**src/rtl/alu_op_sequencer.sv**
```systemverilog
// alu_op_sequencer
// Request-side controller for an 8-bit combinational ALU. Accepts one
// operation at a time on a valid/ready request channel and drives registered
// operands/select into the ALU. It holds that operation for one cycle so the
// ALU can settle, then captures the result and flags. The captured values
// are returned on a valid/ready response channel. A chain register keeps the
// last committed result so it can be used as operand A (accumulate). The block
// also keeps a sticky overflow bit and a saturating count of legal issued ops.
module alu_op_sequencer #(
   parameter int W     = 8,
   parameter int CNT_W = 16
) (
   input  logic             clk,
   input  logic             rst_n,
   // request channel
   input  logic             req_valid,
   output logic             req_ready,
   input  logic [2:0]       req_op,
   input  logic [W-1:0]     req_a,
   input  logic [W-1:0]     req_b,
   input  logic [3:0]       req_shift,
   input  logic             req_chain,
   // ALU drive (registered)
   output logic [W-1:0]     alu_a,
   output logic [W-1:0]     alu_b,
   output logic [2:0]       alu_s,
   output logic [3:0]       alu_shift,
   // ALU result (combinational from alu_*)
   input  logic [W-1:0]     alu_y,
   input  logic             alu_cero,
   input  logic             alu_carry,
   input  logic             alu_ovf,
   // response channel
   output logic             rsp_valid,
   input  logic             rsp_ready,
   output logic [W-1:0]     rsp_y,
   output logic [3:0]       rsp_flags,
   // status
   output logic             sticky_ovf,
   input  logic             clr_sticky,
   output logic [CNT_W-1:0] op_count
);

   typedef enum logic [1:0] {
      S_IDLE = 2'd0,
      S_EXEC = 2'd1,
      S_RESP = 2'd2
   } state_t;

   localparam logic [2:0]       OP_LAST_LEGAL = 3'd5;
   localparam logic [3:0]       FLAGS_ERR     = 4'b1000;
   localparam logic [CNT_W-1:0] CNT_ONE       = {{(CNT_W-1){1'b0}}, 1'b1};
   localparam logic [CNT_W-1:0] CNT_MAX       = {CNT_W{1'b1}};

   state_t           r_state;
   logic             r_req_ready;
   logic             r_rsp_valid;
   logic [W-1:0]     r_alu_a;
   logic [W-1:0]     r_alu_b;
   logic [2:0]       r_alu_s;
   logic [3:0]       r_alu_shift;
   logic [W-1:0]     r_rsp_y;
   logic [3:0]       r_rsp_flags;
   logic [W-1:0]     r_acc;
   logic             r_sticky_ovf;
   logic [CNT_W-1:0] r_op_count;

   logic             w_req_fire;
   logic             w_op_legal;
   logic             w_rsp_fire;

   // Handshake qualifiers; req_ready/rsp_valid are registered so these only
   // look at the current state's outputs.
   assign w_req_fire = req_valid & r_req_ready;
   assign w_op_legal = (req_op <= OP_LAST_LEGAL);
   assign w_rsp_fire = r_rsp_valid & rsp_ready;

   // Sequencer FSM with all outputs, chain register and status registered.
   always_ff @(posedge clk) begin
      if (!rst_n) begin
         r_state      <= S_IDLE;
         r_req_ready  <= 1'b1;
         r_rsp_valid  <= 1'b0;
         r_alu_a      <= '0;
         r_alu_b      <= '0;
         r_alu_s      <= '0;
         r_alu_shift  <= '0;
         r_rsp_y      <= '0;
         r_rsp_flags  <= '0;
         r_acc        <= '0;
         r_sticky_ovf <= 1'b0;
         r_op_count   <= '0;
      end else begin
         // Clear first so that an overflow capture later in this block wins.
         if (clr_sticky) begin
            r_sticky_ovf <= 1'b0;
         end

         case (r_state)
            S_IDLE: begin
               if (w_req_fire) begin
                  r_req_ready <= 1'b0;
                  if (w_op_legal) begin
                     // ALU inputs change only here, so they stay quiet between ops.
                     r_alu_a     <= req_chain ? r_acc : req_a;
                     r_alu_b     <= req_b;
                     r_alu_s     <= req_op;
                     r_alu_shift <= req_shift;
                     if (r_op_count != CNT_MAX) begin
                        r_op_count <= r_op_count + CNT_ONE;
                     end
                     r_state <= S_EXEC;
                  end else begin
                     // Illegal select: answer immediately, leave ALU and acc alone.
                     r_rsp_y     <= '0;
                     r_rsp_flags <= FLAGS_ERR;
                     r_rsp_valid <= 1'b1;
                     r_state     <= S_RESP;
                  end
               end
            end

            S_EXEC: begin
               // ALU has had a full cycle to settle on the registered inputs.
               r_rsp_y     <= alu_y;
               r_rsp_flags <= {1'b0, alu_ovf, alu_carry, alu_cero};
               r_acc       <= alu_y;
               if (alu_ovf) begin
                  r_sticky_ovf <= 1'b1;
               end
               r_rsp_valid <= 1'b1;
               r_state     <= S_RESP;
            end

            S_RESP: begin
               if (w_rsp_fire) begin
                  r_rsp_valid <= 1'b0;
                  r_req_ready <= 1'b1;
                  r_state     <= S_IDLE;
               end
            end

            default: begin
               r_state     <= S_IDLE;
               r_req_ready <= 1'b1;
               r_rsp_valid <= 1'b0;
            end
         endcase
      end
   end

   assign req_ready  = r_req_ready;
   assign rsp_valid  = r_rsp_valid;
   assign alu_a      = r_alu_a;
   assign alu_b      = r_alu_b;
   assign alu_s      = r_alu_s;
   assign alu_shift  = r_alu_shift;
   assign rsp_y      = r_rsp_y;
   assign rsp_flags  = r_rsp_flags;
   assign sticky_ovf = r_sticky_ovf;
   assign op_count   = r_op_count;

endmodule

```
**config.mk**
```make
export PLATFORM = sky130hd
export DESIGN_NAME = alu_op_sequencer
export DESIGN_NICKNAME = d
export VERILOG_FILES = /design/src/rtl/alu_op_sequencer.sv
export SDC_FILE = /design/constraint.sdc
export NUM_CORES = 1
export LEC_CHECK = 0
export BUFFER_PORTS_ARGS = -buffer_cell sky130_fd_sc_hd__buf_2
export CAP_MARGIN = 25
export CORE_ASPECT_RATIO = 1.5
export CORE_MARGIN = 2
export CORE_UTILIZATION = 52
export CTS_CLUSTER_DIAMETER = 30
export DETAILED_ROUTE_END_ITERATION = 12
export PLACE_DENSITY = 0.83
export SLEW_MARGIN = 20
export SYNTH_ARGS = -nofsm -noshare
export SYNTH_HDL_FRONTEND = slang
export SYNTH_SLANG_ARGS = --single-unit
```
**constraint.sdc**
```tcl
create_clock -name clk -period 4.9 [get_ports clk]
set_input_delay 0.735 -clock clk [delete_from_list [all_inputs] [get_ports clk]]
set_output_delay 0.735 -clock clk [all_outputs]
set_load 0.02 [all_outputs]
```
== Word-level counts from Yosys, hierarchy flattened ==
Index checks and enable logic that the tools add are counted.

* Logic and storage cells: 52
* Bits in registers: 64
* Input bits: 40
* Output and inout port bits: 54

* $lt $le $gt $ge: 1
* Muxes and demuxes: 21
* Eq/ne operators: 6
* $add $sub $neg: 1
* Bitwise gates (word level): 3
* Reduce and logical (&&, ||, !) cells: 8

{| class="wikitable"
|+ Operator list
! kind !! number
|-
| $mux W8 || 3
|-
| $add A16 B1 Y16 const B || 1
|-
| $ne A16 B16 Y1 const B || 1
|-
| $pmux W8 S2 || 1
|-
| $reduce_and A3 Y1 || 4
|-
| $mux W1 || 8
|-
| $mux W4 || 2
|-
| $pmux W4 S2 || 1
|-
| $mux W2 || 3
|-
| $ne A2 B2 Y1 const B || 3
|-
| $pmux W1 S3 || 2
|-
| $pmux W2 S3 || 1
|-
| $reduce_and A4 Y1 || 1
|-
| $le A3 B3 Y1 const B || 1
|-
| $and A1 B1 Y1 || 2
|-
| $eq A2 B1 Y1 const B || 1
|-
| $eq A2 B2 Y1 const B || 1
|-
| $logic_not A2 Y1 || 1
|-
| $reduce_and A2 Y1 || 1
|-
| $reduce_bool A2 Y1 || 1
|-
| $not A1 Y1 || 1
|}

== Logic depth before layout (Yosys ltp) ==
* Depth in word-level cells: 4
* Depth in mapped cells: 6
* Gate-level depth less buffers: 5

== Worst setup path after synthesis ==
OpenSTA, ideal clock, no wires.

* Kind: input port to flip-flop
* From: input req_op[1]
* To: register r_op_count[7] (netlist: op_count[7])
* Setup slack: 3,042 ps
* Buffers on the path: 1
* Arrival: 1,787 ps
* Setup time: 70 ps
* Data required time: 4,830 ps
* Stages: 5
* Cells stage by stage: a21boi_1 nand4_1 buf_2 or4_1 a21oi_1

* Word-level cells in the longest chain between the ends: 2

{| class="wikitable"
|+ Ends and longest elaborated chain
! item !! line !! text
|-
| start: declaration || 18 || <nowiki>input logic [2:0] req_op,</nowiki>
|-
| $le A3 B3 Y1 || 75 || <nowiki>assign w_op_legal = (req_op <= OP_LAST_LEGAL);</nowiki>
|-
| $reduce_and A4 Y1 (no line) || n/a ||
|-
| end signal: assignment || 110 || <nowiki>r_op_count <= r_op_count + CNT_ONE;</nowiki>
|-
| end: declaration || 66 || <nowiki>logic [CNT_W-1:0] r_op_count;</nowiki>
|}

No other way between the ends.
A chain may end at the register's enable or synchronous reset.

== Final worst setup path ==
* From: input req_op[1]
* To: register r_op_count[3] (netlist: op_count[3])

Same word-level chain as after synthesis.

==> impl_metrics.tcl <==
set metrics [dict create \
    numCtsBuffers 9 \
    hold_class "reg2reg" \
    hold_buffers 0 \
    die_y_microns 90.3 \
    hpwl_microns 4460 \
    utilization 0.684 \
    period_share 0.455 \
    crit_path_start_kind "input port" \
    critPathSlowestCell "or4_1" \
    slew_headroom 0.423 \
    io_buffer_count 93 \
    reg2reg_to "op_count[3]" \
    setup_viol 0 \
    drv_slew 0 \
    critPathArrivalTime_ns 2.50 \
    p_sw_mw 0.301 \
    worst_pin_slew_ns 0.863 \
    first_pass_iters 4 \
    p_clk_frac 0.413 \
    hold_slack_ns 0.452 \
    p_sw_frac 0.248 \
    antenna_found_initial 0 \
    gr-usage-met1 0.286 \
    dieWidth_microns 61.5 \
    ant_nets 0 \
    worst-path-max-fanout 27 \
    drive_gt1_frac 0.290 \
    syn_avg_cell_area_sq_um 8.58 \
    drtIter0Drc 240 \
    dpl_cell_area_sq_um 3060 \
    cts_tree "built" \
    fillers 451 \
    overflow 0 \
    ys_seq_elements 64 \
    yosys.area_share.simple 0.212 \
    layout.nets 430 \
    hold_depth 2 \
    grt_pass1_vias 2343 \
    cts-resized-gates 0 \
    combinationalPowerShare 0.121 \
    stdcell_area_sq_um 3290 \
    vias_per_cell 5.53 \
    grt_max_degree 39 \
    netlist_area_sq_um 2580 \
    mostFrequentLayoutCell "buf_2" \
    synth-compound-area-share 0.213 \
    rrSetupSlack_ns 2.68 \
    clk_pin_slew_ns 0.07 \
    skew_ns 0.00541 \
    initial_core_util 0.537 \
    min_period_ns 2.23 \
    crit_chain "buf_2, a21boi_1, nand2_1, or4_1, a21oi_1" \
    clock_path_buffers 2 \
    r2r-start "r_state[1]" \
    grt.total_usage 0.243 \
    muxShareOfSynthArea 0.0349 \
    worstSkewPairLatency_ns 0.33 \
    finalHoldViolCount 0 \
    max_freq_mhz 448 \
    rows 31 \
    synthCells 301 \
    layout_common_cells "93 x buf_2, 64 x dfxtp_1, 56 x nand2_1, 49 x a21oi_1, 16 x o21ai_0" \
    cts.sinks 64 \
    slowest_delay_ns 0.65 \
    synthXorXnorAreaFrac 0 \
    cts_max_level 3 \
    criticalPathCategory "in2reg" \
    gr-usage-met3 0.0702 \
    post-cts-setup-buffer-count 0 \
    routedWlPerCell_microns 13.9 \
    yosysWarnings 0 \
    routabilityCongestion 0.882 \
    required_ns 5.17 \
    grt_busiest_layer "met2" \
    endpoint_kind "flop" \
    synth_top_cell_area_share 0.496 \
    p_int_mw 0.911 \
    p_seq_frac 0.467 \
    syn_nets 342 \
    synth_top_family_by_area "compound AO/OA/AOI/OAI gates" \
    yosysUniqueCellTypes 39 \
    rr_worst_depth 4 \
    diodes 0 \
    p_per_area_nw_per_um2 369 \
    yosys.area.top_type "dfxtp_1" \
    setup_tns_ns 0 \
    drcViolationCount 0 \
    status "complete, no violations" \
    rsz0062_at_grt "no" \
    syn2layout_area_growth_pct 27.4 \
    pre_cts_ws_ns 2.30 \
    io_pins 94 \
    yosys.area_share.adder 0.00485 \
    ir_worst_vdd_mv 0.237 \
    hold_path_end "alu_shift[3]" \
    power_leakage_nw 1.39 \
    die_area_sq_um 5560 \
    hold_start "alu_shift[3]" \
    grt_pass1_wl_microns 10200 \
    use_met2 0.371 \
    drt_wl_total_microns 6360 \
    yosysSeqAreaShare 0.496 \
    maxCapViolations 0 \
    synthTopCellsByArea "dfxtp_1 50%, a21oi_1 9.5%, nand2_1 8.1%, mux2i_1 3.5%, o21ai_0 3.1%" \
    cts_root_buf "clkbuf_8" \
    setup_slack_ns 2.67 \
    core_sq_um 4810 \
    via_count 2536 \
]
==> layer usage <==
| metal | routed length, microns | vias to the layer above |
|---|---|---|
| li1 | - | 1255 |
| met5 | 0 | - |
| met2 | 3190 | 83 |
| met4 | 294 | 0 |
| met1 | 2610 | 1172 |
| met3 | 267 | 26 |
==> power by group through the flow <==
stage               combinational [mW]  clock (mW)  sequential [mW]
detailed placement               0.146           0            0.577
global route                     0.162       0.535            0.569
CTS                              0.147       0.510            0.566
global placement                 0.143           0            0.577
floorplan                       0.0696           0            0.600
finish                           0.146       0.500            0.566
==> synth_stat cells <==
master / n
nand4_1: 5
and2_1: 3
buf_2: 5
buf_4: 1
a41oi_1: 1
or3_1: 3
nand3b_1: 1
and4_1: 3
nand2_1: 56
a21oi_1: 49
dfxtp_1: 64
and3_1: 1
o211a_1: 1
o21ai_1: 1
mux2i_1: 9
nand3_1: 8
nor2b_1: 1
o21ba_2: 1
a21boi_1: 1
clkinv_1: 1
inv_1: 5
nor3b_4: 1
ha_1: 1
nor2_1: 11
a311oi_1: 1
nor3_1: 4
a211oi_1: 10
o21ai_0: 16
o41ai_1: 1
o31ai_1: 8
clkbuf_1: 11
or4_1: 8
a31o_2: 1
o311ai_0: 1
nand2b_1: 2
a31oi_1: 2
buf_1: 1
nor4_4: 1
and3b_1: 1
==> cells by family (layout without fill, tap and decap cells) <==
| kind of cell | count (synthesis) | after routing |
|---|---|---|
| simple gates | 109 | 109 |
| compound gates | 94 | 94 |
| flops | 64 | 64 |
| buf+inv | 24 | 116 |
| mux | 9 | 9 |
| fa+ha+maj | 1 | 1 |
==> through the flow <==
step	power [mW]	cells
final	1.21	459
after global routing	1.27	459
after CTS	1.22	458
after detailed placement	0.723	443
after global placement	0.719	443
after floorplan	0.670	301
==> critical path: cells and delay by family <==
kind	cells	cell delay, ns
AND/OR/NAND/NOR	2	1.19
AO/OA/AOI/OAI	2	0.44
buffers and inverters	1	0.12
==> sequential cells by signal, summed over array words and instances, names as in the netlist <==
signal      count
op_count       16
alu_a           8
alu_b           8
r_acc           8
rsp_y           8
alu_shift       4
rsp_flags       4
alu_s           3
r_state         2
req_ready       1
rsp_valid       1
sticky_ovf      1
==> how the worst max path moves through the flow <==
stage,startpoint,depth (start not counted),slack (ns),end
3_3_place_gp,req_op[1],5,2.36,op_count[10]
2_1_floorplan,req_op[1],5,3.04,op_count[7]
5_1_grt,r_state[1],4,2.45,op_count[6]
3_5_place_dp,req_op[1],5,2.30,op_count[10]
4_1_cts,r_state[1],4,2.63,op_count[10]
6_report,req_op[1],5,2.67,op_count[3]
==> layout make-up <==
| cell class | count | area (sq um) | area share |
|---|---|---|---|
| well taps | 66 | 82.6 | 0.0251 |
| multi-input cells | 213 | 1200 | 0.365 |
| inverters | 6 | 22.5 | 0.00685 |
| flip-flops and latches | 64 | 1280 | 0.390 |
| clock buffers | 12 | 155 | 0.0472 |
| repair buffers | 95 | 480 | 0.146 |
| clock inverters | 3 | 65.1 | 0.0198 |
No activity file was read; power rests on OpenSTA's default activity.
